File: src/rtl/counter100_ctrl.sv
// Run/pause/clear sequencer for the 3-digit BCD counter: debounced buttons, CE prescaler, clear sequence.
// Build option: define COUNTER100_CTRL_AUTOSTOP_EN to stop RUN at terminal count (999 up / 000 down).
module counter100_ctrl #(
    parameter int unsigned TICK_DIV  = 5000000,
    parameter int unsigned DB_CYCLES = 250000
) (
    input  logic       CLK,
    input  logic       RESET,
    input  logic       BTN_RUN,
    input  logic       BTN_CLR,
    input  logic       SW_DIR,
    input  logic [3:0] CNT1,
    input  logic [3:0] CNT2,
    input  logic [3:0] CNT3,
    output logic       CE_OUT,
    output logic       CNT_RESET,
    output logic       REVERSE,
    output logic       RUNNING,
    output logic [1:0] STATE,
    output logic       TC
);

    // state | meaning
    // IDLE  | stopped, direction follows switch
    // RUN   | prescaler running, CE pulses issued
    // PAUSE | stopped mid-count, direction follows switch
    // CLEAR | two-cycle counter load (RESET held, CE in 2nd cycle)
    typedef enum logic [1:0] {
        S_IDLE  = 2'b00,
        S_RUN   = 2'b01,
        S_PAUSE = 2'b10,
        S_CLEAR = 2'b11
    } state_t;

    localparam int PW = $clog2(TICK_DIV);
    localparam int DW = $clog2(DB_CYCLES + 1);
    localparam logic [PW-1:0] PRESC_LAST = PW'(TICK_DIV - 1);
    localparam logic [DW-1:0] DB_LAST    = DW'(DB_CYCLES - 1);

    state_t          state_q, state_d;
    logic [2:0]      sync1_q, sync1_d;
    logic [2:0]      sync2_q, sync2_d;
    logic [DW-1:0]   db_cnt_q [2];
    logic [DW-1:0]   db_cnt_d [2];
    logic [1:0]      db_lvl_q, db_lvl_d;
    logic [PW-1:0]   presc_q, presc_d;
    logic            clr_step_q, clr_step_d;
    logic            ce_out_q, ce_out_d;
    logic            cnt_reset_q, cnt_reset_d;
    logic            reverse_q, reverse_d;
    logic            running_q, running_d;
    logic            tc_q, tc_d;
    logic            press_run, press_clr;
    logic            at_term;

`ifdef COUNTER100_CTRL_AUTOSTOP_EN
    // Digits are only trusted when CE is low, i.e. at least one cycle after the counter moved.
    always_comb begin
        at_term = 1'b0;
        if (!ce_out_q) begin
            if (reverse_q) at_term = ({CNT3, CNT2, CNT1} == 12'h000);
            else           at_term = ({CNT3, CNT2, CNT1} == 12'h999);
        end
    end
`else
    wire unused_digits = ^{CNT3, CNT2, CNT1};
    assign at_term = 1'b0;
`endif

    always_comb begin
        sync1_d = {SW_DIR, BTN_CLR, BTN_RUN};
        sync2_d = sync1_q;

        // Bit 0 = run button, bit 1 = clear button.
        for (int i = 0; i < 2; i++) begin
            db_cnt_d[i] = '0;
            db_lvl_d[i] = db_lvl_q[i];
            if (sync2_q[i] != db_lvl_q[i]) begin
                if (db_cnt_q[i] == DB_LAST) db_lvl_d[i] = sync2_q[i];
                else                        db_cnt_d[i] = db_cnt_q[i] + 1'b1;
            end
        end
        press_run = db_lvl_d[0] & ~db_lvl_q[0];
        press_clr = db_lvl_d[1] & ~db_lvl_q[1];

        state_d    = state_q;
        clr_step_d = 1'b0;
        tc_d       = 1'b0;
        unique case (state_q)
            S_IDLE, S_PAUSE: begin
                if (press_clr)      state_d = S_CLEAR;
                else if (press_run) state_d = S_RUN;
            end
            S_RUN: begin
                if (press_clr) begin
                    state_d = S_CLEAR;
                end else if (at_term) begin
                    state_d = S_IDLE;
                    tc_d    = 1'b1;
                end else if (press_run) begin
                    state_d = S_PAUSE;
                end
            end
            S_CLEAR: begin
                clr_step_d = ~clr_step_q;
                if (clr_step_q) state_d = S_IDLE;
            end
            default: state_d = S_IDLE;
        endcase

        presc_d = '0;
        if (state_q == S_RUN && state_d == S_RUN)
            presc_d = (presc_q == PRESC_LAST) ? '0 : presc_q + 1'b1;

        // CE is suppressed on the edge leaving RUN so it never overlaps a CNT_RESET change.
        ce_out_d = ((state_q == S_RUN) && (state_d == S_RUN) && (presc_q == PRESC_LAST))
                 | ((state_q == S_CLEAR) && !clr_step_q);
        cnt_reset_d = (state_d == S_CLEAR);
        running_d   = (state_d == S_RUN);
        reverse_d   = reverse_q;
        if (state_q == S_IDLE || state_q == S_PAUSE) reverse_d = sync2_q[2];
    end

    always_ff @(posedge CLK or posedge RESET) begin
        if (RESET) begin
            state_q     <= S_IDLE;
            sync1_q     <= '0;
            sync2_q     <= '0;
            db_cnt_q[0] <= '0;
            db_cnt_q[1] <= '0;
            db_lvl_q    <= '0;
            presc_q     <= '0;
            clr_step_q  <= 1'b0;
            ce_out_q    <= 1'b0;
            cnt_reset_q <= 1'b0;
            reverse_q   <= 1'b0;
            running_q   <= 1'b0;
            tc_q        <= 1'b0;
        end else begin
            state_q     <= state_d;
            sync1_q     <= sync1_d;
            sync2_q     <= sync2_d;
            db_cnt_q[0] <= db_cnt_d[0];
            db_cnt_q[1] <= db_cnt_d[1];
            db_lvl_q    <= db_lvl_d;
            presc_q     <= presc_d;
            clr_step_q  <= clr_step_d;
            ce_out_q    <= ce_out_d;
            cnt_reset_q <= cnt_reset_d;
            reverse_q   <= reverse_d;
            running_q   <= running_d;
            tc_q        <= tc_d;
        end
    end

    assign CE_OUT    = ce_out_q;
    assign CNT_RESET = cnt_reset_q;
    assign REVERSE   = reverse_q;
    assign RUNNING   = running_q;
    assign STATE     = state_q;
    assign TC        = tc_q;

endmodule

File: config.mk
export PLATFORM = sky130hd
export DESIGN_NAME = counter100_ctrl
export DESIGN_NICKNAME = d
export VERILOG_FILES = /design/src/rtl/counter100_ctrl.sv
export SDC_FILE = /design/constraint.sdc
export NUM_CORES = 1
export LEC_CHECK = 0
export ABC_AREA = 1
export CORE_MARGIN = 2
export CORE_UTILIZATION = 47
export CTS_CLUSTER_SIZE = 30
export DETAILED_ROUTE_END_ITERATION = 10
export PLACE_DENSITY_LB_ADDON = 0.3
export REMOVE_ABC_BUFFERS = 1
export SETUP_SLACK_MARGIN = 0.3
export SYNTH_ARGS = -nofsm -noshare
export SYNTH_HDL_FRONTEND = slang
export SYNTH_SLANG_ARGS = --single-unit
File: constraint.sdc
create_clock -name CLK -period 3.8 [get_ports CLK]
set_input_delay 0.76 -clock CLK [delete_from_list [all_inputs] [get_ports CLK]]
set_output_delay 0.76 -clock CLK [all_outputs]
set_load 0.01 [all_outputs]
# Word-level counts from Yosys, hierarchy flattened
# Index checks and enable logic that the tools add are counted.
# Widths: inputs -> output; s select.
word_totals:
  regBits: 74
  out_inout_bits: 7
  wordCells: 55
classes:
  add_sub_neg: 3
  eq_ne: 10
  mux: 17
  bitwise_logic: 6
  n_reduce_logical: 7
op_table:
  columns: ["op", "count"]
  rows:
  - ["$mux 18", 4]
  - ["$mux 23", 2]
  - ["$add 18x1->18 const B", 2]
  - ["$eq 18x18->1 const B", 2]
  - ["$add 23x1->23 const B", 1]
  - ["$eq 23x23->1 const B", 1]
  - ["$mux 2", 5]
  - ["$eq 2x2->1 const B", 3]
  - ["$pmux 2 s3", 1]
  - ["$mux 1", 5]
  - ["$eq 2x1->1 const B", 2]
  - ["$logic_and 1x1->1", 3]
  - ["$not 1->1", 3]
  - ["$and 1x1->1", 2]
  - ["$logic_not 2->1", 1]
  - ["$ne 1x1->1", 2]
  - ["$reduce_or 2->1", 1]
  - ["$logic_not 1->1", 1]
  - ["$logic_or 1x1->1", 1]
  - ["$or 1x1->1", 1]

# Longest topological paths before layout
logic_depth:
  depth_word: 11
  ltp_mapped: 14
  ltp_nobuf: 13

# Worst setup path before layout
# Ideal clock, no wire load.
synth_path:
  path_kind: "register -> register"
  start: "register db_cnt_q[18] in the netlist's numbering"
  end: "register db_cnt_q[34] in the netlist's numbering"
  setup_ps: 120
  arrival_ps: 1557
  path_slack_ps: 2123
  stages_incl_launch_ff: 9
  period_less_slack_ps: 1677
  path_cell_list: "dfrtp_1 > ha_1 > nand3_2 > nor3_1 > nand2_1 > nor4_1 > nand3_1 > o21ai_0 > nor2_1"
synth_lines:
  columns: ["element", "line", "source"]
  rows:
  - ["from (decl)", "43", "logic [DW-1:0] db_cnt_q [2];"]

==> results.tsv <==
stage	metric	value	unit
grt	gr ovfl total	0	
clock_network	postcts setup bufs	0	
floorplan	DIE WIDTH	95.6	µm
yosys	Syn. warnings	0	
clock_network	TritonCTS Sinks	74	
clock_network	# hold bufs at CTS	0	
cells_and_area	post-route insts no fill	592	
setup_path	Slowest cell on crit path	nor4_1	
placed_design	PortBufs	10	
detailed_routing	drt pass-1 iters	4	
cells_and_area	Area Overhead vs Synth	9.38	%
sta	relative slew slack	0.502	
sta	Final WS setup	1.63	ns
yosys	post-synthesis cell count	464	
sta	Worst Max-Slew Pin Slew	0.746	ns
setup_path	Worst Path Max Fanout	4	
yosys	Avg Inst Size Synth	8.50	µm²
floorplan	# IOs	24	
cells_and_area	Design Area, Final	4320	µm²
sta	setup TNS	0	ns
sta	final hold vios	0	
setup_path	reg2reg start	db_cnt_q[18]	
placed_design	placed insts	576	
clock_network	Clock Latency Late Sink	0.35	ns
grt	initial antenna violation count	0	
sta	min Tclk post-route	2.17	ns
detailed_routing	via count	2990	
clock_network	clk buf depth	2	
yosys	area leader, netlist	dfrtp_1	
cells_and_area	antenna fix cells	0	
placed_design	HPWL after detailed placement	5.26	mm
setup_path	Crit. Startpoint	db_cnt_q[18]	
cells_and_area	share of layout cells above drive strength 1	0.144	
clock_network	H-tree Lvls	3	
placed_design	GPL Wtd Cong	0.895	
cells_and_area	NumNets Final	502	
setup_path	critical-path cell list	ha_1 > nand3_2 > nor3_1 > nand2_1 > nor4_1 > nand3_1 > o21ai_0 > nor2_1	
power	pwr dens	320	nW/µm²
power	Leak Pwr	1.84	nW
detailed_routing	drt via density	5.05	
detailed_routing	initial drt markers	117	
yosys	Synth Flop Type	dfrtp_1	
setup_path	Worst Path Required	4.04	ns
yosys	main area contributors after synthesis	dfrtp_1 47%, nand2_1 7.8%, nor2_4 6.6%	
setup_path	endpoint type of the worst setup path	flop	
min_path	hold crit path type	flop to flop	
floorplan	DIE AREA	9150	µm²
sta	Final period util	0.571	
yosys	post-synthesis sequential area ratio	0.469	
sta	Max Transition Viols Final	0	
sta	clock skew	0.0109	ns
yosys	Post-synth top cells	82 x nand2_1, 74 x dfrtp_1, 62 x nor2_1	
clock_network	post-CTS sizing	0	
sta	RSZ-0062 raised after global routing	false	
setup_path	CP arrival	2.41	ns
setup_path	critical setup path kind	flop to flop	
clock_network	TritonCTS buffer count	9	
run_status	outcome	complete, no violations	
setup_path	Startpoint Class	flop	
floorplan	Starting Density	0.483	
cells_and_area	FILL cells	777	
grt	first-pass GRT wire length	12.7	mm
grt	number of global-route vias before repair	2890	
yosys	synthesized area	3950	µm²
yosys	FFs w/ async S/R, synth	1.00	
grt	largest net degree at the start of global routing	41	
cells_and_area	final core occ	0.528	
yosys	top-count cell post-synth	nand2_1	
placed_design	Placement Cell Area	4150	µm²
yosys	Seq cells post-synth	74	
yosys	Yosys top cell area share	0.469	
clock_network	CTS tree	done	
floorplan	core box area	8180	µm²
sta	setup violators final	0	
yosys	Cell variety after synth	32	
clock_network	Reg clk slew, reported paths	0.08	ns
clock_network	CTS root buffer	clkbuf_8	
detailed_routing	DRC violations left	0	
flow_run	max-cap viol count	0	
setup_path	max incr delay on CP	0.44	ns
placed_design	DP Worst Slack	1.69	ns
sta	f_max	461	MHz
power	Max IR drop VDD	0.000191	V
detailed_routing	ANT nets after route	0	
min_path	hold path start	sync1_q[2]	
yosys	number of synthesized flops with an enable pin	0	
detailed_routing	Routed wire per std cell	12.3	µm
floorplan	die span in y	95.6	µm
grt	GRT Overall Usage	0.180	
floorplan	# rows	33	
detailed_routing	Post-Route WL	7.30	mm
[cells by family after synthesis]
family | count (synthesis) | synth area share
and+or+nand+nor | 260 | 0.350
xor gates and xnor gates | 23 | 0.0510
adders and majority gates | 3 | 0.00951
AOI/OAI and AO/OA | 32 | 0.0425
other | 1 | 0.000950
buffers and inverters | 71 | 0.0767
DFF | 74 | 0.469
[metrics by stage]
step / hold slack [ns] / power [mW]
finish: 0.358 / 1.38
global route: 0.369 / 1.44
CTS: 0.361 / 1.40
detailed placement: 0.341 / 0.865
global placement: 0.338 / 0.863
floorplan: 0.331 / 0.846
[path summary, 6_finish.rpt]
path / to / slack (ns) / depth (start not counted)
max: db_cnt_q[34] / 1.63 / 8
max in group asynchronous: sync1_q[0] / 2.27 / 3
min in group asynchronous: presc_q[6] / 0.86 / 2
max reg2reg: db_cnt_q[34] / 1.63 / 8
min: sync2_q[2] / 0.36 / 0
min reg2reg: sync2_q[2] / 0.36 / 0
[per-layer routing]
layer / routed length, µm / GRT usage
met2: 3550 / 0.287
met4: 71 / 0.0702
met1: 3530 / 0.242
met5: 0 / 0
met3: 144 / 0.0332
[worst max-delay path, delay by kind of cell, from the launching register on]
family | cells | cell delay [ns]
AOI/OAI and AO/OA | 1 | 0.20
adders and majority gates | 1 | 0.22
DFF | 1 | 0.39
and+or+nand+nor | 6 | 1.25
[area by class of cell]
class                      count  area (µm²)  area share
clock buffer                   9         124      0.0287
timing repair buffer          11         120      0.0278
multi-input combinational    319        1790       0.415
inverter                      67         251      0.0583
clock inverter                 7        46.3      0.0107
tap                          105         131      0.0304
sequential                    74        1850       0.429
[sequential cells by signal, summed over array words and instances (netlist names)]
signal and cells:
sync2_q 3, STATE 2, REVERSE 1, CE_OUT 1
RUNNING 1, clr_step_q 1, db_cnt_q 36, presc_q 23
sync1_q 3, CNT_RESET 1, db_lvl_q 2
[power breakdown]
| group | internal (mW) | switching [mW] |
|---|---|---|
| clock | 0.234 | 0.300 |
| sequential | 0.796 | 0.00606 |
| combinational | 0.0144 | 0.0311 |
[layout by cell type, fill, tap and decap left out]
cell type        netlist  routed
nand2_4                1       1
xnor2_1                6       6
clkinv_1               1       1
a31oi_1                2       2
nand2_1               82      82
or2_2                  4       4
dfrtp_1               74      74
nor4_1                 9       9
clkbuf_8               0       9
a21oi_1               15      15
nand3_2                6       6
nor2_2                 6       6
inv_1                 61      60
inv_2                  5       6
nor2_1                62      62
xor2_1                17      17
nor4_4                 1       1
ha_1                   3       3
clkdlybuf4s50_1        0      10
clkinvlp_4             0       3
o21ai_0               13      13
nor3_1                15      15
nand2_2                3       3
clkinv_4               0       1
nor3_2                 3       3
nor3b_1                2       2
clkinv_2               0       3
nor2_4                23      23
and3_1                 1       1
nand4_1               12      12
nand3_1               30      30
a21o_1                 1       1
conb_1                 1       1
o211ai_1               1       1
buf_12                 2       1
Power figures use the tool's default switching activity.
